**src/rtl/uart_pkg.sv**
```systemverilog
// Shared UART definitions: receiver/transmitter state encoding and the
// bit-period divisor computation used by uart_rx and uart_tx.
// Contents: uart_state_t enumeration, calc_divisor() helper.
package uart_pkg;

  typedef enum logic [2:0] {
    IDLE,
    START,
    DATA,
    STOP,
    WAIT_HIGH
  } uart_state_t;

  // Clock cycles per line bit; the integer divide truncates, so the
  // accumulated error over one 10-bit frame stays well inside half a bit
  // for any sane clock/baud pairing.
  function automatic int unsigned calc_divisor(input int unsigned clk_hz,
                                               input int unsigned baud);
    return clk_hz / baud;
  endfunction

endpackage

```
**src/rtl/uart_sync.sv**
```systemverilog
// Two-flop synchronizer for the asynchronous serial line.
// Latency: 2 clk cycles from d to q; no backpressure (free-running).
// Ports: clk, rst (async active-high, both flops reset to 1 = line idle), d, q.
module uart_sync (
  input  logic clk,
  input  logic rst,
  input  logic d,
  output logic q
);

  logic meta;

  always_ff @(posedge clk or posedge rst) begin
    if (rst) begin
      meta <= 1'b1;
      q    <= 1'b1;
    end else begin
      meta <= d;
      q    <= meta;
    end
  end

endmodule

```
**src/rtl/uart_rx.sv**
```systemverilog
// 8N1 UART receiver: synchronizes rx, samples mid-bit, emits one byte per frame.
// Latency: valid/frame_err pulse ~9.5 bit periods (+4 clk) after the start edge.
// Backpressure: none; valid is a one-cycle pulse and data holds until the next byte.
// Ports: clk, rst (async active-high), rx (idle high) -> data[7:0], valid,
//        frame_err, busy (state != IDLE).
// Build option: UART_RX_MAJORITY_EN enables 2-of-3 majority voting on every sample.
module uart_rx
  import uart_pkg::*;
#(
  parameter int unsigned CLOCK_FREQUENCY = 27000000,
  parameter int unsigned BAUD_RATE       = 115200
) (
  input  logic       clk,
  input  logic       rst,
  input  logic       rx,
  output logic [7:0] data,
  output logic       valid,
  output logic       frame_err,
  output logic       busy
);

  localparam int unsigned DIVISOR = calc_divisor(CLOCK_FREQUENCY, BAUD_RATE);
  localparam int unsigned HALF    = DIVISOR / 2;
  localparam logic [15:0] DIV_LAST  = 16'(DIVISOR - 1);
  localparam logic [15:0] HALF_LAST = 16'(HALF - 1);

  if (DIVISOR < 4 || DIVISOR > 65535) begin : g_divisor_check
    $error("uart_rx: CLOCK_FREQUENCY/BAUD_RATE must lie in 4..65535");
  end

  uart_state_t state;
  logic [15:0] cnt;
  logic [7:0]  shreg;
  logic [2:0]  bit_idx;
  logic        rx_s;
  logic        rx_d1;
  logic        rx_d2;
  logic        sample_bit;

  uart_sync u_sync (
    .clk (clk),
    .rst (rst),
    .d   (rx),
    .q   (rx_s)
  );

  // Samples are taken from the one-cycle-delayed tap rx_d1 so that the
  // cycle after the nominal sample (rx_s) is already available for voting.
  // Both builds use the same tap, so frame timing does not change.
  always_ff @(posedge clk or posedge rst) begin
    if (rst) begin
      rx_d1 <= 1'b1;
      rx_d2 <= 1'b1;
    end else begin
      rx_d1 <= rx_s;
      rx_d2 <= rx_d1;
    end
  end

`ifdef UART_RX_MAJORITY_EN
  assign sample_bit = (rx_s & rx_d1) | (rx_s & rx_d2) | (rx_d1 & rx_d2);
`else
  assign sample_bit = rx_d1;
`endif

  assign busy = (state != IDLE);

  always_ff @(posedge clk or posedge rst) begin
    if (rst) begin
      state     <= IDLE;
      cnt       <= 16'd0;
      shreg     <= 8'h00;
      bit_idx   <= 3'd0;
      data      <= 8'h00;
      valid     <= 1'b0;
      frame_err <= 1'b0;
    end else begin
      valid     <= 1'b0;
      frame_err <= 1'b0;
      case (state)
        IDLE: begin
          cnt     <= 16'd0;
          bit_idx <= 3'd0;
          if (!rx_s) state <= START;
        end
        START: begin
          if (cnt == HALF_LAST) begin
            cnt   <= 16'd0;
            // A high line at mid-start-bit was only a glitch.
            state <= sample_bit ? IDLE : DATA;
          end else begin
            cnt <= cnt + 16'd1;
          end
        end
        DATA: begin
          if (cnt == DIV_LAST) begin
            cnt     <= 16'd0;
            shreg   <= {sample_bit, shreg[7:1]};
            bit_idx <= bit_idx + 3'd1;
            if (bit_idx == 3'd7) state <= STOP;
          end else begin
            cnt <= cnt + 16'd1;
          end
        end
        STOP: begin
          if (cnt == DIV_LAST) begin
            cnt <= 16'd0;
            if (sample_bit) begin
              data  <= shreg;
              valid <= 1'b1;
              state <= IDLE;
            end else begin
              frame_err <= 1'b1;
              state     <= WAIT_HIGH;
            end
          end else begin
            cnt <= cnt + 16'd1;
          end
        end
        WAIT_HIGH: begin
          // A line stuck low (break) must not be mistaken for a start bit.
          if (rx_s) state <= IDLE;
        end
        default: state <= IDLE;
      endcase
    end
  end

endmodule

```
**config.mk**
```make
export PLATFORM = sky130hd
export DESIGN_NAME = uart_rx
export DESIGN_NICKNAME = d
export VERILOG_FILES = /design/src/rtl/uart_pkg.sv /design/src/rtl/uart_sync.sv /design/src/rtl/uart_rx.sv
export SDC_FILE = /design/constraint.sdc
export NUM_CORES = 1
export LEC_CHECK = 0
export ABC_AREA = 1
export ABC_CLOCK_PERIOD_IN_PS = 2040
export BUFFER_PORTS_ARGS = -buffer_cell sky130_fd_sc_hd__buf_2
export CORE_UTILIZATION = 64
export CTS_CLUSTER_DIAMETER = 80
export DETAILED_ROUTE_END_ITERATION = 10
export GPL_TIMING_DRIVEN = 0
export PLACE_DENSITY_LB_ADDON = 0.2
export SYNTH_ARGS = -nofsm -noshare
export SYNTH_HDL_FRONTEND = slang
export SYNTH_SLANG_ARGS = --single-unit
```
**constraint.sdc**
```tcl
create_clock -name clk -period 2.04 [get_ports clk]
set_input_delay 0.204 -clock clk [delete_from_list [all_inputs] [get_ports clk]]
set_output_delay 0.204 -clock clk [all_outputs]
set_load 0.1 [all_outputs]
```
* Yosys cells after proc, flatten, opt, wreduce, memory -nomap -nowiden *
Index checks and enable logic that the tools add are counted.

cells by class
  multiplexer cells = 20
  $lt $le $gt $ge = 0
  bitwise gates (word level) = 0
  div/mod/pow operators = 0
  reductions and logical operators = 9
  shift operators = 0
  add/subtract/negate cells = 2
  multiply operators = 0
  equal/unequal tests = 13

operators by type and width
  cell                                                    number
  case mux 16 bit (3 select lines)                        1
  two-way mux 16 bit                                      2
  two-way mux 3 bit                                       8
  adder 16 x 1 -> 16 bit (second input constant)          1
  equality test 16 x 7 -> 1 bit (second input constant)   1
  equality test 16 x 8 -> 1 bit (second input constant)   1
  case mux 3 bit (5 select lines)                         1
  inequality test 2 bit (second input constant)           5
  equality test 3 x 2 -> 1 bit (second input constant)    2
  equality test 3 bit (second input constant)             2
  two-way mux 1 bit                                       6
  case mux 3 bit (2 select lines)                         1
  AND reduction 6 bit                                     1
  nonzero test 3 bit                                      2
  AND reduction 2 bit                                     2
  adder 3 x 1 -> 3 bit (second input constant)            1
  equality test 3 x 1 -> 1 bit (second input constant)    1
  logical NOT 3 bit                                       1
  AND reduction 3 bit                                     1
  two-way mux 2 bit                                       1
  inequality test 2 x 1 -> 1 bit (second input constant)  1
  nonzero test 2 bit                                      1
  OR reduction 2 bit                                      1

storage, ports and cells
  bits in registers = 43
  word-level logic and storage cells = 54
  memories kept = 0
  ROM bits = 0
  bits in latches = 0
  memory bits (writable) = 0

* Longest topological paths before layout *
Gate-level depths: netlist of run 1.

  depth after elaboration = 4
  gate-level depth with buffers = 9
  gate-level depth less buffers = 9

* Hierarchy *
A second synthesis of run 1 with hierarchy kept.

second synthesis, totals
  cells, all modules = 262
  area, all modules = 2235.9 um2

by module, submodules not included
  module     cells each  instances  sequential area each (um2)  area an instance (um2)
  uart_rx    259         1          1027.2                      2179.6
  uart_sync  3           1          52.6                        56.3

* Worst setup path before layout of run 1 *
No wires, ideal clock.

  path kind = register -> output
  start point = register state[2]
  end point = output busy
  arrival = 1.280 ns
  required time = 1.836 ns
  buffers on the path = 1
  path slack = 0.556 ns
  cell stages (with the launch flop) = 4
  cells stage by stage = dfrtp_1 inv_1 clkbuf_1 nand2_1

between the ends
  word-level cells in the longest chain between the ends = 1

ends and longest elaborated chain
  what                    RTL line       text
  from (decl)             uart_rx.sv:31  uart_state_t state;
  from (signal assigned)  uart_rx.sv:90  state <= sample_bit ? IDLE : DATA;
  nonzero test 3 bit      uart_rx.sv:66  assign busy = (state != IDLE);
  to (decl)               uart_rx.sv:19  output logic busy

No other way between the ends.

* Worst setup path in the final report of run 1 *
Ends and elaborated chain as after synthesis.

==> out/qor_table.md, run 1 <==
| Step | Quantity | Reported |
| --- | --- | --- |
| timing | Number of hold violations in the final report | 15 |
| critical path | Required @ worst endpoint | 1840 ps |
| synth | Dominant cells by area after synthesis | dfrtp_1, nand2_1, nand3_1 |
| route | Mean number of vias per cell | 5.401 |
| clocking | Hold-fix buffer count after cts | 1 |
| critical path | Bufs and invs on worst path | 3 |
| synth | Net count after synthesis | 294 |
| critical path | Largest fanout of any net on the critical path | 10 |
| route | DRT Pass-1 Iters | 5 |
| synth | Synthesized instance count | 286 |
| route | Post-DR wirelength/cell | 12.44 microns |
| clocking | Sink Count | 43 |
| timing | Tightest Pin Transition | 855.7 ps |
| global routing | Antenna violations before repair | 0 |
| cells and area | Net total in the final layout | 315 |
| global routing | Global-route wire length before repair | 7.355 mm |
| clocking | Clock transition at the registers of the reported paths | 140 ps |
| timing | Timing-limited maximum frequency | 538.0 MHz |
| pwr | Power Density | 548.7 nW/um^2 |
| cells and area | Post-Route Utilization | 76.11% |
| floorplanning | Die Span Y | 60.73 microns |
| critical path | Signal arrival time at the worst endpoint | 1650 ps |
| timing | RSZ-0062 raised after global routing | no |
| min path | Worst min-delay path category | input port to asynchronous set/reset pin |
| clocking | Post_cts resized | 0 |
| synth | Post-synthesis area per instance | 7.717 sq um |
| cells and area | Most common cell after layout, fill and taps aside | nand2_1 |
| critical path | Kind of cell adding the most delay to the critical path | buffers and inverters |
| floorplanning | Core box area | 3153 sq um |
| synth | Cell area after synthesis | 2207 sq um |
| cells and area | Leading cell types in the layout, fill and taps excluded | nand2_1, dfrtp_1, nor2_1 |
| floorplanning | # IOs | 14 |
| route | Total routed wirelength | 4.379 mm |
| global routing | Vias in the first global route | 1653 |
| clocking | Inserted Clock Buffers | 5 |
| pwr | Worst voltage drop across the vdd grid | 0.3979 mV |
| floorplanning | Floorplan die width | 60.73 microns |
| synth | Number of different library cells in the post-synthesis netlist | 24 |
| cells and area | Number of fillers in the final layout | 257 |
| run status | Result of the run | finished, violations left |
| timing | TNS Setup | 0 ps |
| clocking | Worst-Skew Late Latency | 360 ps |
| critical path | Max incr delay on CP | 430 ps |
| route | Detailed-route DRC error count | 0 |
| critical path | Path type of the worst setup path | flop to primary output |
| pwr | Static leakage | 1.306 nW |
| floorplanning | Die area | 3688 sq um |
| synth | Area share of the largest cell type after synthesis | 45.35% |
| placement | Port Buffer Count | 13 |
| global routing | Aggregate global routing overflow | 0 |
| synth | Yosys Warn Count | 0 |
| timing | Final worst-path cycle share | 91.11% |
| timing | Final Skew | 9.756 ps |
| synth | Share of the yosys chip area belonging to registers | 48.92% |
| flow run | Max_cap viols | 0 |
| cells and area | Antenna cell count | 0 |
| timing | Worst max-slew margin expressed relative to the limit | 42.87% |
| timing | Time the worst path needs with I/O delays and setup | 1859 ps |
| route | Number of vias in the routed layout | 1901 |
| clocking | Clock tree buffer depth | 2 |
| timing | Final number of max-transition violations | 0 |
| clocking | Clock tree from TritonCTS | built |
| critical path | Minimum setup slack among reg-to-reg paths | 280 ps |
| run status | Violations in the final reports | hold timing |
| clocking | CTS H-tree depth | 2 |
| synth | #FFs+latches synth | 43 |
| critical path | Slowest library cell on the worst path | dfrtp_1 |
| clocking | CTS root buffer | clkbuf_4 |
| synth | Dominant cell type by area after synthesis | dfrtp_1 |
| timing | Post-route worst hold slack | -6.507 ps |
| global routing | Total global routing track utilization | 27.38% |
| clocking | Post-CTS setup buffer count | 0 |
| floorplanning | Number of core rows | 20 |
| placement | HPWL after detailed placement | 3.127 mm |
| cells and area | Fraction of layout instances using a drive strength above 1 | 14.29% |
| route | Detailed router's first-iteration violation count | 199 |
| critical path | Crit path cell chain | inv_1 > clkbuf_1 > nand2_1 > buf_2 |
| cells and area | Final instance area | 2400 sq um |
| critical path | Nature of the critical path startpoint | flop |
| timing | Final setup fails | 0 |
| placement | Final Wtd Congestion | 0.9106 |
| floorplanning | Initial core utilization | 70.00% |
| route | Post-DRT Antenna Nets | 0 |
| critical path | Endpoint type of the worst setup path | primary output |
| placement | Instance area at placement | 2327 sq um |
| global routing | Pin count of the biggest net entering global routing | 44 |
| cells and area | Synthesis-to-finish area growth | 8.730% |
==> area by class of cell <==
cell class	count	area (sq um)	share of cell area, %
inverters	34	127.6	5.318
clock inverters	3	25.02	1.043
multi-input cells	204	973.4	40.56
flip-flops and latches	43	1080	44.99
clock buffers	5	37.54	1.564
well taps	44	55.05	2.294
plain buffers	5	26.28	1.095
repair buffers	14	75.07	3.128
==> power breakdown <==
part,total (mW),switching [mW],internal [mW]
sequential,0.860,0.00198,0.858
combinational,0.0219,0.0180,0.00391
clock,0.435,0.297,0.138
total,1.32,0.317,1.00
==> worst register-to-register path: stages (launching register included) <==
cell and delay (ps):
dfrtp_1 450, inv_1 110, ha_1 180, nand4_1 110, nor2_1 140, nand2_1 70
nand2_1 180, nand3_1 190, inv_2 180, nor2_1 60
==> cells by family after synthesis <==
logic type,synth area share (%)
buf+inv,6.972
flops,48.92
xor+xnor,1.587
simple gates,34.92
fa+ha+maj,2.834
compound gates,4.762
==> worst paths after layout <==
path | from | depth (start not counted) | endpoint
min in group clk | u_sync.meta$_DFF_PP1_ | 0 | u_sync.q$_DFF_PP1_
setup / recovery | state[2]$_DFFE_PP0P_ | 4 | busy
max in group asynchronous | rst | 2 | state[1]$_DFFE_PP0P_
hold / removal | rst | 2 | cnt[12]$_DFFE_PP0P_
hold reg to reg | u_sync.meta$_DFF_PP1_ | 0 | u_sync.q$_DFF_PP1_
setup reg to reg | cnt[0]$_DFFE_PP0P_ | 9 | cnt[2]$_DFFE_PP0P_
==> cell usage after synthesis (all sizes together) <==
library cell and number:
o21ai 14, nand4 8, nand2 99, nor2 34
dfstp 3, buf 4, or2 2, and2 1
nor3 5, clkbuf 1, dfrtp 40, xor2 4
nand3b 1, nand3 26, a21oi 1, inv 34
o211ai 4, ha 5
==> metrics by stage <==
| step | power [mW] | instances | setup WS, ps |
|---|---|---|---|
| 2_1_floorplan | 0.8905 | 286 | 556.1 |
| 3_3_place_gp | 0.8971 | 343 | 323.5 |
| 3_5_place_dp | 0.8978 | 343 | 332.6 |
| 4_1_cts | 1.322 | 352 | 187.3 |
| 5_1_grt | 1.366 | 352 | 42.90 |
| 6_report | 1.317 | 352 | 181.4 |
==> sequential cells by signal, summed over array words and instances (netlist names) <==
signal and count:
shreg 8, frame_err 1, bit_idx 3, u_sync.q 1, u_sync.meta 1, cnt 16, state 3, rx_d1 1
valid 1, data 8
==> routing by layer <==
layer | vias to the layer above | global-route usage (%) | wire length, microns
li1 | 952 | - | -
met5 | - | 0 | 0
met3 | 10 | 7.036 | 326
met1 | 862 | 41.40 | 2052
met2 | 77 | 38.30 | 1927
met4 | 0 | 9.416 | 72
(Power assumes the default switching activity.)
==> inputs of run 2 (changes only) <==
--- a/config.mk
+++ b/config.mk
@@ -6,9 +6,9 @@
 export NUM_CORES = 1
 export LEC_CHECK = 0
 export ABC_AREA = 1
-export ABC_CLOCK_PERIOD_IN_PS = 2040
+export ABC_CLOCK_PERIOD_IN_PS = 1700
 export BUFFER_PORTS_ARGS = -buffer_cell sky130_fd_sc_hd__buf_2
-export CORE_UTILIZATION = 64
+export CORE_UTILIZATION = 54
 export CTS_CLUSTER_DIAMETER = 80
 export DETAILED_ROUTE_END_ITERATION = 10
 export GPL_TIMING_DRIVEN = 0
==> constraint.sdc (replaced) <==
create_clock -name clk -period 1.7 [get_ports clk]
set_input_delay 0.17 -clock clk [delete_from_list [all_inputs] [get_ports clk]]
set_output_delay 0.17 -clock clk [all_outputs]
set_load 0.1 [all_outputs]
==> out/qor_table.md, run 2 (synthesized netlist as in run 1, its figures left out) <==
| Step | Quantity | Reported | Delta |
| --- | --- | --- | --- |
| run status | Result of the run | completed |  |
| timing | Final worst-path cycle share | 93.91% |  |
| timing | Final number of max-transition violations | 0 | unchanged |
| placement | Port Buffer Count | 13 | unchanged |
| placement | Instance area at placement | 2332 sq um | +0.22% |
| timing | Worst max-slew margin expressed relative to the limit | 41.78% | -1.1 points |
| floorplanning | Initial core utilization | 58.10% | -12 points |
| global routing | Global-route wire length before repair | 7.479 mm | +1.7% |
| pwr | Power Total | 1.730 mW | +31% |
| critical path | Largest fanout of any net on the critical path | 12 | +2 |
| cells and area | Number of fillers in the final layout | 333 | +30% |
| route | Number of vias in the routed layout | 1876 | -1.3% |
| global routing | Aggregate global routing overflow | 0 | unchanged |
| critical path | Nature of the critical path startpoint | flop |  |
| global routing | Total global routing track utilization | 23.00% | -4.4 points |
| min path | Worst min-delay path category | input port to asynchronous set/reset pin |  |
| cells and area | Leading cell types in the layout, fill and taps excluded | nand2_1, dfrtp_1, nor2_1, inv_1, nand3_1 |  |
| floorplanning | Die area | 4347 sq um | +18% |
| placement | DP Cell Count | 347 | +1.2% |
| pwr | Static leakage | 1.316 nW | +0.78% |
| clocking | Post-CTS setup buffer count | 0 | unchanged |
| placement | HPWL after detailed placement | 3.056 mm | -2.3% |
| critical path | Path type of the worst setup path | flop to primary output |  |
| timing | Timing-limited maximum frequency | 626.4 MHz |  |
| clocking | Clock transition at the registers of the reported paths | 90 ps | -50 ps |
| clocking | CTS root buffer | clkbuf_8 |  |
| floorplanning | Floorplan die width | 65.93 microns | +8.6% |
| timing | Tightest Pin Transition | 872.1 ps | +16.39 ps |
| timing | Worst-case setup margin in the final layout | 103.5 ps | -77.91 ps |
| route | Detailed-route DRC error count | 0 | unchanged |
| route | Mean number of vias per cell | 5.285 | -2.1% |
| clocking | Clock tree buffer depth | 2 | unchanged |
| route | DRT Pass-1 Iters | 4 | -1 |
| route | Total routed wirelength | 4.378 mm | about the same |
| timing | Final setup fails | 0 | unchanged |
| critical path | Signal arrival time at the worst endpoint | 1430 ps | -220 ps |
| floorplanning | Number of core rows | 22 | +10% |
| placement | Worst slack, placed | 20.74 ps | -311.8 ps |
| cells and area | Top reg by flops | cnt |  |
| critical path | Endpoint type of the worst setup path | primary output |  |
| cells and area | Registers with the most flip-flops | cnt (16), data (8), shreg (8) |  |
| route | Routed length on met1 | 2.176 mm | +6.0% |
| route | Met2 layer wire length in the routed design | 1.863 mm | -3.3% |
| floorplanning | Die Span Y | 65.93 microns | +8.6% |
| critical path | Max incr delay on CP | 440 ps | about the same |
| route | Highest layer used for signal routing | met4 |  |
| global routing | Pin count of the biggest net entering global routing | 44 | unchanged |
| cells and area | Antenna cell count | 0 | unchanged |
| route | Post-DRT Antenna Nets | 0 | unchanged |
| timing | RSZ-0062 raised after global routing | yes |  |
| clocking | Inserted Clock Buffers | 5 | unchanged |
| pwr | Worst voltage drop across the vdd grid | 0.4124 mV | +3.6% |
| timing | Post-route worst hold slack | 41.60 ps | +48.11 ps |
| route | Met3 wire length | 289 microns | -11% |
| flow run | Max_cap viols | 0 | unchanged |
| timing | Final Skew | 12.14 ps | +2.386 ps |
| cells and area | Non-filler cells, final | 355 | +0.85% |
| critical path | Slowest library cell on the worst path | dfrtp_1 |  |
| cells and area | Final instance area | 2455 sq um | +2.3% |
| route | Post-DR wirelength/cell | 12.33 microns | -0.87% |
| pwr | Power Density | 704.8 nW/um^2 | +28% |
| floorplanning | # IOs | 14 | unchanged |
| floorplanning | Core box area | 3799 sq um | +20% |
| critical path | Crit path cell chain | clkinvlp_4 > nand2_1 > buf_4 |  |
| global routing | Antenna violations before repair | 0 | unchanged |
| cells and area | Post-Route Utilization | 64.62% | -11 points |
| critical path | Required @ worst endpoint | 1530 ps | -310 ps |
| clocking | Sink Count | 43 | unchanged |
| timing | TNS Setup | 0 ps | unchanged |
| global routing | Vias in the first global route | 1678 | +1.5% |
| route | Detailed router's first-iteration violation count | 164 | -18% |
| cells and area | Synthesis-to-finish area growth | 11.22% |  |
| clocking | Clock tree from TritonCTS | built |  |
| clocking | CTS H-tree depth | 2 | unchanged |
| cells and area | Net total in the final layout | 314 | -0.32% |
| timing | Time the worst path needs with I/O delays and setup | 1596 ps |  |
| cells and area | Fraction of layout instances using a drive strength above 1 | 16.29% | +2.0 points |
| clocking | Worst-Skew Late Latency | 300 ps | -60 ps |
| timing | Number of hold violations in the final report | 0 | -15 |
| cells and area | Max reg flops | 16 | unchanged |
| cells and area | Most common cell after layout, fill and taps aside | nand2_1 |  |
| placement | Final Wtd Congestion | 0.9295 | +2.1% |
run 2: cell types whose count changed in the layout (fill, tap and decap cells not counted), sizes merged:
cell	previous run	this run
clkinvlp	1	3
clkinv	2	0
clkbuf	6	5
run 2: final timing paths:
check / from / end / slack [ps] / cells past startpoint
max: state[2]$_DFFE_PP0P_ / busy / 100 / 3
min: rst / cnt[8]$_DFFE_PP0P_ / 40 / 2
max reg2reg: cnt[1]$_DFFE_PP0P_ / data[2]$_DFFE_PP0P_ / 150 / 9
min reg2reg: u_sync.meta$_DFF_PP1_ / u_sync.q$_DFF_PP1_ / 360 / 0
max in group asynchronous: rst / data[3]$_DFFE_PP0P_ / 1110 / 2
min in group clk: u_sync.meta$_DFF_PP1_ / u_sync.q$_DFF_PP1_ / 360 / 0
run 2: cell type report:
| type | instances | area (sq um) | share of cell area [%] |
|---|---|---|---|
| plain buffers | 4 | 22.52 | 0.9174 |
| clock buffers | 5 | 68.82 | 2.803 |
| clock inverters | 3 | 23.77 | 0.9684 |
| inverters | 34 | 133.9 | 5.454 |
| multi-input cells | 204 | 988.4 | 40.27 |
| flip-flops and latches | 43 | 1080 | 43.99 |
| well taps | 48 | 60.06 | 2.446 |
| repair buffers | 14 | 77.57 | 3.160 |
run 2: power breakdown:
part           internal, mW  switching, mW  leakage [nW]
logic               0.00469         0.0221         0.699
registers              1.03        0.00250         0.576
clock network         0.294          0.379        0.0408
total                  1.33          0.403          1.32
run 2: what timing repair did:
item / 4_1_cts / 5_1_grt
setup endpoints to repair: 2 / 19
hold buffers: 1 / 0
endpoints found under the hold margin: 1 / 0
resized for setup: 1 / 9
run 2: critical path, delay by kind of cell, from the launching register on:
kind / cells / cell delay [ps]
flip-flops: 1 / 440
AND/OR/NAND/NOR: 1 / 130
buffers and inverters: 2 / 550
run 2: routing by layer:
metal | track usage (%) | vias to the layer above
li1 | - | 944
met1 | 33.74 | 873
met2 | 32.65 | 52
met3 | 6.207 | 7
met4 | 7.447 | 0
met5 | 0 | -
